<file path="src/rtl/alarm_match_unit.sv">
// Multi-channel alarm comparator with per-channel ring timer.
// Each channel arms on a level, triggers on the rising edge of a time match,
// rings for RING_TICKS tick strobes or until acknowledged.
// Optional feature macro: ALARM_MATCH_SNOOZE_EN adds the snooze port and SNOOZE state.
module alarm_match_unit #(
    parameter int unsigned NCH          = 2,
    parameter int unsigned W            = 8,
    parameter int unsigned RING_TICKS   = 30,
    parameter int unsigned SNOOZE_TICKS = 60
) (
    input  logic               clock,
    input  logic               reset,
    input  logic               en,
    input  logic               tick,
    input  logic [NCH*W-1:0]   prog_h,
    input  logic [NCH*W-1:0]   prog_m,
    input  logic [NCH*W-1:0]   prog_s,
    input  logic [W-1:0]       count_h,
    input  logic [W-1:0]       count_m,
    input  logic [W-1:0]       count_s,
    input  logic [NCH-1:0]     arm,
    input  logic [NCH-1:0]     ack,
`ifdef ALARM_MATCH_SNOOZE_EN
    input  logic [NCH-1:0]     snooze,
`endif
    output logic [NCH-1:0]     fin,
    output logic               fin_any,
    output logic               fire
);

    typedef enum logic [1:0] {StIdle, StArmed, StRinging, StSnooze} state_e;

    localparam logic [7:0] RingLoad   = 8'(RING_TICKS);
    localparam logic [7:0] SnoozeLoad = 8'(SNOOZE_TICKS);

    state_e         state_q [NCH];
    state_e         state_d [NCH];
    logic [7:0]     cnt_q   [NCH];
    logic [7:0]     cnt_d   [NCH];
    logic [NCH-1:0] match;
    logic [NCH-1:0] match_q;
    logic [NCH-1:0] fin_q, fin_d;
    logic           fire_q, fire_d;
    logic [NCH-1:0] snooze_req;
    logic           tick_en;

`ifdef ALARM_MATCH_SNOOZE_EN
    assign snooze_req = snooze;
`else
    // Tied off so the SNOOZE state is unreachable and gets optimised away.
    assign snooze_req = '0;
`endif

    assign tick_en = tick & en;

    // Per-channel time compare; an all-zero programmed time never matches.
    always_comb begin
        for (int i = 0; i < NCH; i++) begin
            match[i] = (prog_h[i*W +: W] == count_h) &&
                       (prog_m[i*W +: W] == count_m) &&
                       (prog_s[i*W +: W] == count_s) &&
                       (|{prog_h[i*W +: W], prog_m[i*W +: W], prog_s[i*W +: W]});
        end
    end

    // Channel FSMs: priority is disarm > ack > snooze > tick expiry > trigger.
    always_comb begin
        logic trig;
        fire_d = 1'b0;
        for (int i = 0; i < NCH; i++) begin
            state_d[i] = state_q[i];
            cnt_d[i]   = cnt_q[i];
            trig       = match[i] & ~match_q[i] & en;
            unique case (state_q[i])
                StIdle: begin
                    if (arm[i]) begin
                        state_d[i] = StArmed;
                    end
                end
                StArmed: begin
                    if (!arm[i]) begin
                        state_d[i] = StIdle;
                        cnt_d[i]   = 8'd0;
                    end else if (trig) begin
                        state_d[i] = StRinging;
                        cnt_d[i]   = RingLoad;
                        fire_d     = 1'b1;
                    end
                end
                StRinging: begin
                    if (!arm[i]) begin
                        state_d[i] = StIdle;
                        cnt_d[i]   = 8'd0;
                    end else if (ack[i]) begin
                        state_d[i] = StArmed;
                        cnt_d[i]   = 8'd0;
                    end else if (snooze_req[i]) begin
                        state_d[i] = StSnooze;
                        cnt_d[i]   = SnoozeLoad;
                    end else if (tick_en) begin
                        if (cnt_q[i] <= 8'd1) begin
                            state_d[i] = StArmed;
                            cnt_d[i]   = 8'd0;
                        end else begin
                            cnt_d[i] = cnt_q[i] - 8'd1;
                        end
                    end
                end
                StSnooze: begin
                    if (!arm[i]) begin
                        state_d[i] = StIdle;
                        cnt_d[i]   = 8'd0;
                    end else if (ack[i]) begin
                        state_d[i] = StArmed;
                        cnt_d[i]   = 8'd0;
                    end else if (tick_en) begin
                        // Snooze expiry resumes ringing without a fire pulse.
                        if (cnt_q[i] <= 8'd1) begin
                            state_d[i] = StRinging;
                            cnt_d[i]   = RingLoad;
                        end else begin
                            cnt_d[i] = cnt_q[i] - 8'd1;
                        end
                    end
                end
            endcase
            fin_d[i] = (state_d[i] == StRinging);
        end
    end

    // State, counters and registered outputs; match_q updates even when en is low.
    always_ff @(posedge clock) begin
        if (reset) begin
            for (int i = 0; i < NCH; i++) begin
                state_q[i] <= StIdle;
                cnt_q[i]   <= 8'd0;
            end
            match_q <= '0;
            fin_q   <= '0;
            fire_q  <= 1'b0;
        end else begin
            for (int i = 0; i < NCH; i++) begin
                state_q[i] <= state_d[i];
                cnt_q[i]   <= cnt_d[i];
            end
            match_q <= match;
            fin_q   <= fin_d;
            fire_q  <= fire_d;
        end
    end

    assign fin     = fin_q;
    assign fin_any = |fin_q;
    assign fire    = fire_q;

endmodule

</file>
<file path="config.mk">
export PLATFORM = sky130hd
export DESIGN_NAME = alarm_match_unit
export DESIGN_NICKNAME = d
export VERILOG_FILES = /design/src/rtl/alarm_match_unit.sv
export SDC_FILE = /design/constraint.sdc
export NUM_CORES = 1
export LEC_CHECK = 0
export BUFFER_PORTS_ARGS = -buffer_cell sky130_fd_sc_hd__buf_4
export CAP_MARGIN = 15
export CORE_MARGIN = 2
export CORE_UTILIZATION = 55
export CTS_BUF_LIST = sky130_fd_sc_hd__clkbuf_2 sky130_fd_sc_hd__clkbuf_4 sky130_fd_sc_hd__clkbuf_8
export CTS_CLUSTER_SIZE = 8
export DETAILED_ROUTE_END_ITERATION = 12
export PLACE_DENSITY_LB_ADDON = 0.3
export SETUP_SLACK_MARGIN = 0.05
export SLEW_MARGIN = 20
export SYNTH_ARGS = -nofsm -noshare
export SYNTH_HDL_FRONTEND = slang
export SYNTH_SLANG_ARGS = --single-unit
</file>
<file path="constraint.sdc">
create_clock -name clock -period 5.1 [get_ports clock]
set_input_delay 0.255 -clock clock [delete_from_list [all_inputs] [get_ports clock]]
set_output_delay 0.255 -clock clock [all_outputs]
set_load 0.1 [all_outputs]
</file>
-- Yosys cells after proc, flatten, opt, wreduce, memory -nomap -nowiden
Memories as Yosys holds them, arrays and structs flattened.
Index checks and enable logic that the tools add are counted.
- flip-flop bits (word level): 5
- bits in writable memories: 20
- input port bits: 80
- logic and storage cells: 104
- memories kept: 2
- memories (memory ; words ; width ; read ports ; clocked after memory_dff ; write ports ; RTL line ; text):
    cnt_q ; 2 ; 8 ; 2 ; 0 ; 2 ; 38 ; logic [7:0] cnt_q [NCH];
    state_q ; 2 ; 2 ; 2 ; 0 ; 2 ; 36 ; state_e state_q [NCH];
- add/subtract/negate cells: 2
- magnitude comparators: 2
- equality and inequality tests: 14
- mux-type cells: 59
- bitwise logic cells: 11
- reduce and logical (&&, ||, !) cells: 11
- operators by type and width (kind ; count):
    2-to-1 mux 8 bit ; 22
    equality test 8 bit ; 6
    2-to-1 mux 2 bit ; 24
    case mux 8 bit (3 select lines) ; 2
    OR reduction 24 bit ; 2
    less-or-equal comparator 8 x 1 -> 1 bit (second input constant) ; 2
    case mux 2 bit (4 select lines) ; 2
    subtractor 8 x 1 -> 8 bit (second input constant) ; 2
    equality test 2 bit (second input constant) ; 6
    2-to-1 mux 1 bit ; 9
    logical AND 1 bit ; 6
    bitwise AND 1 bit ; 5
    equality test 2 x 1 -> 1 bit (second input constant) ; 2
    logical NOT 2 bit ; 2
    OR 1 bit ; 4
    inverter 1 bit ; 2
    OR reduction 2 bit ; 1

-- Longest topological paths before layout
Gate-level depths: netlist of run 1.
- depth in word-level cells: 12
- mapped depth: 9
- gate-level depth less buffers: 8

-- Worst setup path before layout of run 1
No wires, ideal clock.
- path kind: flip-flop to flip-flop
- start point: mem cnt_q[1][4] (netlist: cnt_q[0][12])
- end point: mem cnt_q[1][3] (netlist: cnt_q[0][11])
- arrival time: 1760 ps
- path slack: 3206 ps
- stages on the path, launching flop included: 7
- buffers on the path: 0
- clock period less this slack: 1894 ps
- cells stage by stage: dfxtp_1 > or3_4 > or3_4 > o21ai_2 > nor2_1 > o311ai_0 > o31ai_1
- RTL lines (element ; RTL line):
    start: declaration ; 38

==> results by group, run 1 <==
Run status
  • Status: completed

Worst setup path
  • Setup crit start kind: flop
  • Worst reg-to-reg setup slack: 3010 ps
  • RR Startpoint: cnt_q[0][12]
  • FF-to-FF End: cnt_q[0][10]
  • Nature of the critical path endpoint: flop
  • Worst reg2reg path depth: 6
  • Worst Path Required: 5260 ps
  • WP data arrival: 2250 ps
  • Crit Path Category: flop to flop
  • CP max FO: 7

Final layout
  • Layout cells sized above 1: 0.253
  • Fin nets: 456
  • Area growth from synthesis to layout: 31.6%
  • Antenna diodes: 0

Placement
  • Final HPWL DP: 5610 µm
  • Count of port buffers added during placement: 83
  • Place WS: 2760 ps
  • GP Congestion: 0.963

Clock network
  • Clock Latency Late Sink: 270 ps
  • Cts hold-fix bufs: 0
  • Root buffer cell: clkbuf_8
  • Clock sink count: 25
  • TritonCTS Buffers: 3
  • CTS tree: yes
  • CTS Buffer Depth: 2
  • CTS-repair resized insts: 0
  • CTS H-tree depth: 1
  • Worst-path clk slew: 100 ps
  • Postcts setup bufs: 0

Timing
  • Post-route setup slack: 3010 ps
  • Fin crit period: 2090 ps
  • Slew Limit Fails: 0
  • Max transition margin: 0.562
  • Clock skew: 5.28 ps
  • Final setup fails: 0
  • Setup TNS: 0 ps
  • Final Cycle Share: 0.410
  • Final hold violations: 0
  • Hold Slack: 274 ps
  • RSZ-0062 raised after global routing: no
  • Worst slew pin tran: 648 ps
  • F_max: 478 MHz

Floorplan
  • Initial core utilization: 0.563
  • Die W: 67.5 µm
  • Io pins: 84
  • Row count: 23
  • Die Area: 4560 µm²
  • CORE AREA: 3940 µm²
  • Die height: 67.5 µm

Power
  • Worst IR Drop VDD: 108 µV
  • Clock Power Share: 0.251
  • Internal: 341 µW
  • Final total power: 497 µW
  • Pwr dens: 170 nW/µm²
  • Leakage: 0.00118 µW
  • Net load switching power: 156 µW
  • Seq pwr share: 0.411
  • Combinational Power Share: 0.337
  • Sw frac: 0.314

Synth
  • Top-count cell post-synth: xnor2_1
  • Post-synth top cells: 47 x xnor2_1, 27 x nor2_1, 25 x dfxtp_1, 18 x nor3_1, 16 x nand4_1
  • Top post-synthesis cells by area: dfxtp_1 23%, xnor2_1 19%, nor2_1 4.6%
  • Yosys warns: 0
  • Yosys top cell area share: 0.226
  • FF+latch count, synth: 25
  • Syn Inst Count: 290
  • Synthesized net count: 374
  • Main synth FF type: dfxtp_1
  • Synth area leader: dfxtp_1
  • EDFF count, synth: 0
  • Synth Cell Area: 2220 µm²
  • Post-synthesis sequential area ratio: 0.226
  • Asr flop ratio synth: 0
  • Netlist cell types: 48
  • Synth Area per Inst: 7.65 µm²

Detailed routing
  • Post-route DRC: 0
  • Wire per inst: 15.9 µm
  • Initial DRC count: 191
  • First-pass DRT Iterations: 5
  • ANT nets after route: 0
  • Vias per cell: 6.05
  • Total Wirelength: 6710 µm
  • Vias: 2546

GRT
  • Vias in the first global route: 2392
  • Initial antenna violation count: 0
  • First-pass GRT wire length: 10800 µm
  • Largest net degree at the start of global routing: 17
  • Gr usage total: 0.311
  • Global route overflow: 0

Hold path
  • Hold Path Depth: 2
  • Hold path start: reset
  • Hold Crit Class: input port to flop
  • Hold Crit Endpoint: cnt_q[0][7]

Flow run
  • Total of max-cap violations: 0
==> layer usage <==
layer	part of all wire	vias up	global-route usage
li1	-	1249	-
met1	0.42	1160	0.395
met2	0.49	119	0.549
met3	0.063	18	0.0333
met4	0.024	0	0.0918
met5	0	-	0
==> power by group through the flow <==
stage,clock [µW],combinational (µW),sequential [µW]
after detailed placement,0,165,209
after CTS,125,166,204
after global placement,0,163,209
final,125,168,204
after global routing,131,181,206
after floorplan,0,86.6,207
==> critical path: stages (launching register included) <==
cell,delay (ps)
dfxtp_1,350
or3_4,420
or3_4,410
o21ai_2,270
nor2_1,70
o311ai_0,330
o31ai_1,120
==> logic make-up (layout without fill, tap and decap cells) <==
family,after synthesis,after routing,synth area share
buf+inv,19,100,0.0355
xor+xnor,50,50,0.197
flops,25,25,0.226
compound gates,60,60,0.191
simple gates,132,132,0.328
fa+ha+maj,4,4,0.0226
==> worst max path at each step <==
stage                       startpoint            end  slack, ps  depth (start not counted)
final                     cnt_q[0][12]   cnt_q[0][10]       3010                          6
after global routing        count_m[5]   cnt_q[0][12]       2820                          7
after CTS                 cnt_q[0][12]   cnt_q[0][10]       2980                          6
after detailed placement    count_m[5]   cnt_q[0][10]       2760                          7
after global placement      count_m[5]  state_q[0][2]       2860                          7
after floorplan           cnt_q[0][12]   cnt_q[0][11]       3210                          6
==> state kept, by name, indices dropped and copies added (netlist names) <==
| signal | cells |
|---|---|
| match_q | 2 |
| cnt_q | 16 |
| state_q | 4 |
| fin | 2 |
| fire | 1 |
==> layout make-up <==
class | instances | area, µm²
Timing Repair Buffer | 83 | 623
Tap cell | 50 | 62.6
Multi-Input combinational cell | 246 | 1640
Inverter | 13 | 48.8
Fill cell | 303 | 1020
Clock inverter | 1 | 5.00
Sequential cell | 25 | 500
Clock buffer | 3 | 41.3
==> metrics by stage <==
step / std cells / utilization / area (µm²)
finish: 421 / 0.741 / 2920
detailed placement: 417 / 0.729 / 2870
global placement: 417 / 0.729 / 2870
global route: 421 / 0.741 / 2920
CTS: 421 / 0.741 / 2920
floorplan: 290 / - / 2220
==> layout by cell type (no fill, tap or decap), drive strengths merged, types with 2 or more instances in the layout <==
cell type / n
inv: 13
a41oi: 2
o311ai: 3
xor2: 3
o21ai: 9
o311a: 2
a32o: 2
or3: 7
a21oi: 13
ha: 4
nand3: 11
nand4: 16
and2: 4
buf: 83
or2: 3
or4: 3
nand2b: 2
nor2: 27
o22ai: 2
a41o: 2
nor2b: 4
o211a: 2
nor3: 18
clkbuf: 3
and3: 2
o31ai: 5
a31oi: 4
o21a: 5
xnor2: 47
dfxtp: 25
nand2: 12
o32ai: 3
nor4: 15
and4: 4
(Power assumes the default switching activity.)
==> run 2: changes to the inputs <==
- CORE_UTILIZATION: 55 -> 46
- clock period: 5.1 -> 1.7 ns (I/O delays scaled with it)
==> results by group, run 2 (synthesis results as in run 1) <==
Worst setup path
  • CP max stage cell: or3_4
  • CP max FO: 4
  • Cell mode on critical path: or3_4
  • Worst Path Required: 1900 ps
  • Crit Path Category: flop to flop
  • Nature of the critical path endpoint: flop
  • Largest delay contributor family on the critical path: simple AND/OR/NAND/NOR gates
  • WP data arrival: 2120 ps
  • Largest stage delay on the critical path: 420 ps
  • Setup crit start kind: flop
  • Critical path buffers and inverters: 0
  • Critical path, cell by cell: or3_4, or3_4, o21ai_0, and2_4, nor2_1, o31ai_1

Detailed routing
  • Wire per inst: 16.4 µm
  • Vias per cell: 5.75
  • Post-route DRC: 0
  • Initial DRC count: 219
  • First-pass DRT Iterations: 5
  • Total Wirelength: 7940 µm
  • Vias: 2777
  • ANT nets after route: 0

Floorplan
  • CORE AREA: 4690 µm²
  • Initial core utilization: 0.473
  • Die height: 73.4 µm
  • Row count: 25
  • Io pins: 84
  • Die W: 73.4 µm
  • Die Area: 5390 µm²

Run status
  • Failing checks: setup timing
  • Status: finished, violations left

Placement
  • GP Congestion: 0.980
  • Placed Cells incl. Taps: 478
  • Place WS: -241 ps
  • Final HPWL DP: 6480 µm
  • Count of port buffers added during placement: 83

Power
  • Leakage: 0.00148 µW
  • Combinational Power Share: 0.397
  • Sw frac: 0.315
  • Internal: 1100 µW
  • Clock Power Share: 0.226
  • Pwr dens: 458 nW/µm²
  • Net load switching power: 506 µW
  • Worst IR Drop VDD: 364 µV
  • Seq pwr share: 0.377
  • Final total power: 1610 µW

Clock network
  • Worst-path clk slew: 100 ps
  • CTS Buffer Depth: 2
  • Clock Latency Late Sink: 270 ps
  • Clock sink count: 25
  • Root buffer cell: clkbuf_8
  • CTS H-tree depth: 1
  • TritonCTS Buffers: 3
  • CTS tree: yes
  • Cts hold-fix bufs: 0

Final layout
  • Commonest non-fill, non-tap cell in the layout: buf_4
  • Antenna diodes: 0
  • Most frequent cells in the layout: 140 x buf_4, 46 x xnor2_1, 22 x nor2_1, 20 x dfxtp_1, 16 x nand4_1
  • Util after Layout: 0.747
  • Biggest regs: cnt_q x16, state_q x4
  • Non-filler instance count after layout: 483
  • Reg with most FFs: cnt_q
  • Area growth from synthesis to layout: 58.1%
  • Fin nets: 514
  • Max reg flops: 16
  • Layout cells sized above 1: 0.427

GRT
  • Initial antenna violation count: 0
  • Vias in the first global route: 2695
  • Largest net degree at the start of global routing: 17
  • First-pass GRT wire length: 12700 µm
  • Global route overflow: 0
  • Gr usage total: 0.302

Timing
  • Setup TNS: -1900 ps
  • Post-route setup slack: -229 ps
  • Clock skew: 8.26 ps
  • Slew Limit Fails: 0
  • Final Cycle Share: 1.13
  • Fin crit period: 1930 ps
  • Final hold violations: 0
  • Max transition margin: 0.595
  • F_max: 518 MHz
  • Final setup fails: 17
  • Worst slew pin tran: 607 ps
  • RSZ-0062 raised after global routing: yes

Hold path
  • Hold Crit Class: input port to flop

Flow run
  • Total of max-cap violations: 0
run 2: area by class of cell:
class / instances / area [µm²]
multi-input combinational: 246 / 1770
fill: 356 / 1180
timing repair buffer: 141 / 1060
sequential: 25 / 509
tap: 54 / 67.6
inverter: 13 / 48.8
clock buffer: 3 / 41.3
clock inverter: 1 / 5.00
run 2: path summary, 6_finish.rpt:
check	from	end	slack, ps	depth (start not counted)
worst max-delay path	cnt_q[0][10]	cnt_q[0][12]	-230	6
worst max register to register	cnt_q[0][10]	cnt_q[0][12]	-230	6
worst min-delay path	reset	cnt_q[0][0]	110	2
worst min register to register	cnt_q[0][14]	cnt_q[0][14]	470	2
run 2: power by group through the flow:
stage          sequential (µW)  clock [µW]  combinational [µW]
6_report                   606         364                 638
4_1_cts                    607         373                 620
3_5_place_dp               620           0                 592
3_3_place_gp               620           0                 581
2_1_floorplan              621           0                 272
5_1_grt                    608         399                 686
run 2: layer usage:
| layer | global-route usage | share of wire | vias to the layer above |
|---|---|---|---|
| li1 | - | - | 1370 |
| met1 | 0.404 | 0.43 | 1313 |
| met4 | 0.0525 | 0.0097 | 0 |
| met2 | 0.524 | 0.52 | 84 |
| met5 | 0 | 0 | - |
| met3 | 0.0398 | 0.048 | 10 |
run 2: stage by stage:
| stage | cell area, µm² | hold slack, ps |
|---|---|---|
| 3_5_place_dp | 3350 | 410 |
| 5_1_grt | 3510 | 110 |
| 4_1_cts | 3450 | 103 |
| 6_report | 3510 | 112 |
| 3_3_place_gp | 3350 | 396 |
| 2_1_floorplan | 2270 | 180 |
run 2: worst reg2reg max path: stages, from the launching register on:
cell and delay, ps:
dfxtp_2 330, or3_4 380, or3_4 420, o21ai_0 270, and2_4 220, nor2_1 50, o31ai_1 180
run 2: timing repair:
action | CTS | global route
buffers inserted | 1 | 0
pin swaps | 8 | 11
gates resized for setup | 14 | 13
setup endpoints to repair | 19 | 22
==> run 3: changes to the inputs <==
- BUFFER_PORTS_ARGS: -buffer_cell sky130_fd_sc_hd__buf_4 -> -buffer_cell sky130_fd_sc_hd__buf_2
==> results by group, run 3 (synthesis results as in run 1) <==
Run status
  • Status: finished, violations left
  • Failing checks: setup timing

Floorplan
  • Initial core utilization: 0.473
  • Row count: 25
  • CORE AREA: 4690 µm²
  • Die height: 73.4 µm
  • Die Area: 5390 µm²
  • Io pins: 84
  • Die W: 73.4 µm

GRT
  • Vias in the first global route: 2753
  • Global route overflow: 0
  • Initial antenna violation count: 0
  • First-pass GRT wire length: 12500 µm
  • Gr usage total: 0.296
  • Largest net degree at the start of global routing: 15

Worst setup path
  • Setup crit start kind: flop
  • WP data arrival: 2120 ps
  • CP max FO: 6
  • CP max stage cell: or3_4
  • Nature of the critical path endpoint: flop
  • Critical path, cell by cell: or3_4, or3_4, o21ai_4, a21oi_1, o311ai_1, o31ai_1
  • Largest stage delay on the critical path: 420 ps
  • Cell mode on critical path: or3_4
  • Largest delay contributor family on the critical path: simple AND/OR/NAND/NOR gates
  • Crit Path Category: flop to flop
  • Worst Path Required: 1860 ps
  • Critical path buffers and inverters: 0

Final layout
  • Biggest regs: cnt_q x16, state_q x4
  • Final Instance Area: 3500 µm²
  • Layout cells sized above 1: 0.475
  • Area growth from synthesis to layout: 58.0%
  • Most frequent cells in the layout: 82 x buf_2, 60 x buf_4, 40 x xnor2_1, 21 x nor2_1, 17 x dfxtp_1
  • Fin nets: 519
  • Reg with most FFs: cnt_q
  • Commonest non-fill, non-tap cell in the layout: buf_2
  • Antenna diodes: 0
  • Max reg flops: 16

Placement
  • Final HPWL DP: 6200 µm
  • Count of port buffers added during placement: 83
  • Placed Area: 3150 µm²
  • GP Congestion: 0.971

Timing
  • F_max: 510 MHz
  • Slew Limit Fails: 0
  • Final hold violations: 0
  • Final Cycle Share: 1.15
  • Post-route setup slack: -261 ps
  • Worst slew pin tran: 489 ps
  • Fin crit period: 1960 ps
  • Clock skew: 2.96 ps
  • RSZ-0062 raised after global routing: yes
  • Final setup fails: 12
  • Max transition margin: 0.676

Clock network
  • CTS tree: yes
  • Clock sink count: 25
  • Worst-path clk slew: 90 ps
  • Root buffer cell: clkbuf_8
  • TritonCTS Buffers: 3
  • CTS H-tree depth: 1
  • Cts hold-fix bufs: 0
  • CTS Buffer Depth: 2
  • Clock Latency Late Sink: 280 ps

Flow run
  • Total of max-cap violations: 0

Detailed routing
  • Wire per inst: 16.8 µm
  • Initial DRC count: 275
  • ANT nets after route: 0
  • Vias: 2896
  • First-pass DRT Iterations: 5
  • Vias per cell: 5.93
  • Post-route DRC: 0
  • Total Wirelength: 8210 µm

Power
  • Leakage: 0.00148 µW
  • Pwr dens: 464 nW/µm²
  • Worst IR Drop VDD: 425 µV
  • Final total power: 1630 µW

Hold path
  • Hold Crit Class: input port to flop
==> run 3: cell count changes in the layout (fill, tap and decap cells not counted), sizes merged <==
cell,previous run,this run
clkbuf,3,4
buf,141,146
clkinv,1,0
==> run 3: repair_timing <==
item,in CTS,in global routing
buffers inserted,2,3
gates resized for setup,12,42
pin swaps,10,21
setup endpoints to repair,19,22
==> run 3: cell type report <==
| type | instances | area [µm²] |
|---|---|---|
| clock buffer | 4 | 48.8 |
| timing repair buffer | 146 | 906 |
| inverter | 13 | 48.8 |
| sequential | 25 | 513 |
| tap | 54 | 67.6 |
| fill | 343 | 1190 |
| multi-input combinational | 246 | 1920 |
==> run 3: metal layers <==
| metal | GRT usage | share of wire |
|---|---|---|
| met4 | 0.0768 | 0.021 |
| met3 | 0.0645 | 0.063 |
| met5 | 0 | 0 |
| met1 | 0.381 | 0.41 |
| met2 | 0.498 | 0.50 |
==> run 3: path summary, 6_finish.rpt <==
kind	from	to	slack (ps)	depth (start not counted)
worst max-delay path	cnt_q[0][13]	cnt_q[0][12]	-260	6
worst min-delay path	reset	match_q[0]	70	2
worst max register to register	cnt_q[0][13]	cnt_q[0][12]	-260	6
worst min register to register	cnt_q[0][14]	cnt_q[0][14]	500	2
==> run 3: report_power, final <==
part / switching, µW / internal (µW) / total [µW]
registers: 10.9 / 596 / 607
logic: 322 / 307 / 629
clock network: 207 / 184 / 391
total: 540 / 1090 / 1630
==> run 3: per-stage QoR <==
stage	setup slack (ps)	utilization	setup TNS, ps	hold WS, ps	instances
global placement	-235	0.671	-2650	360	479
floorplan	-87.7	-	-361	180	290
finish	-261	0.747	-1840	71.2	488
detailed placement	-290	0.671	-2920	357	479
global route	-338	0.747	-2590	81.4	488
CTS	-185	0.694	-1500	60.8	485
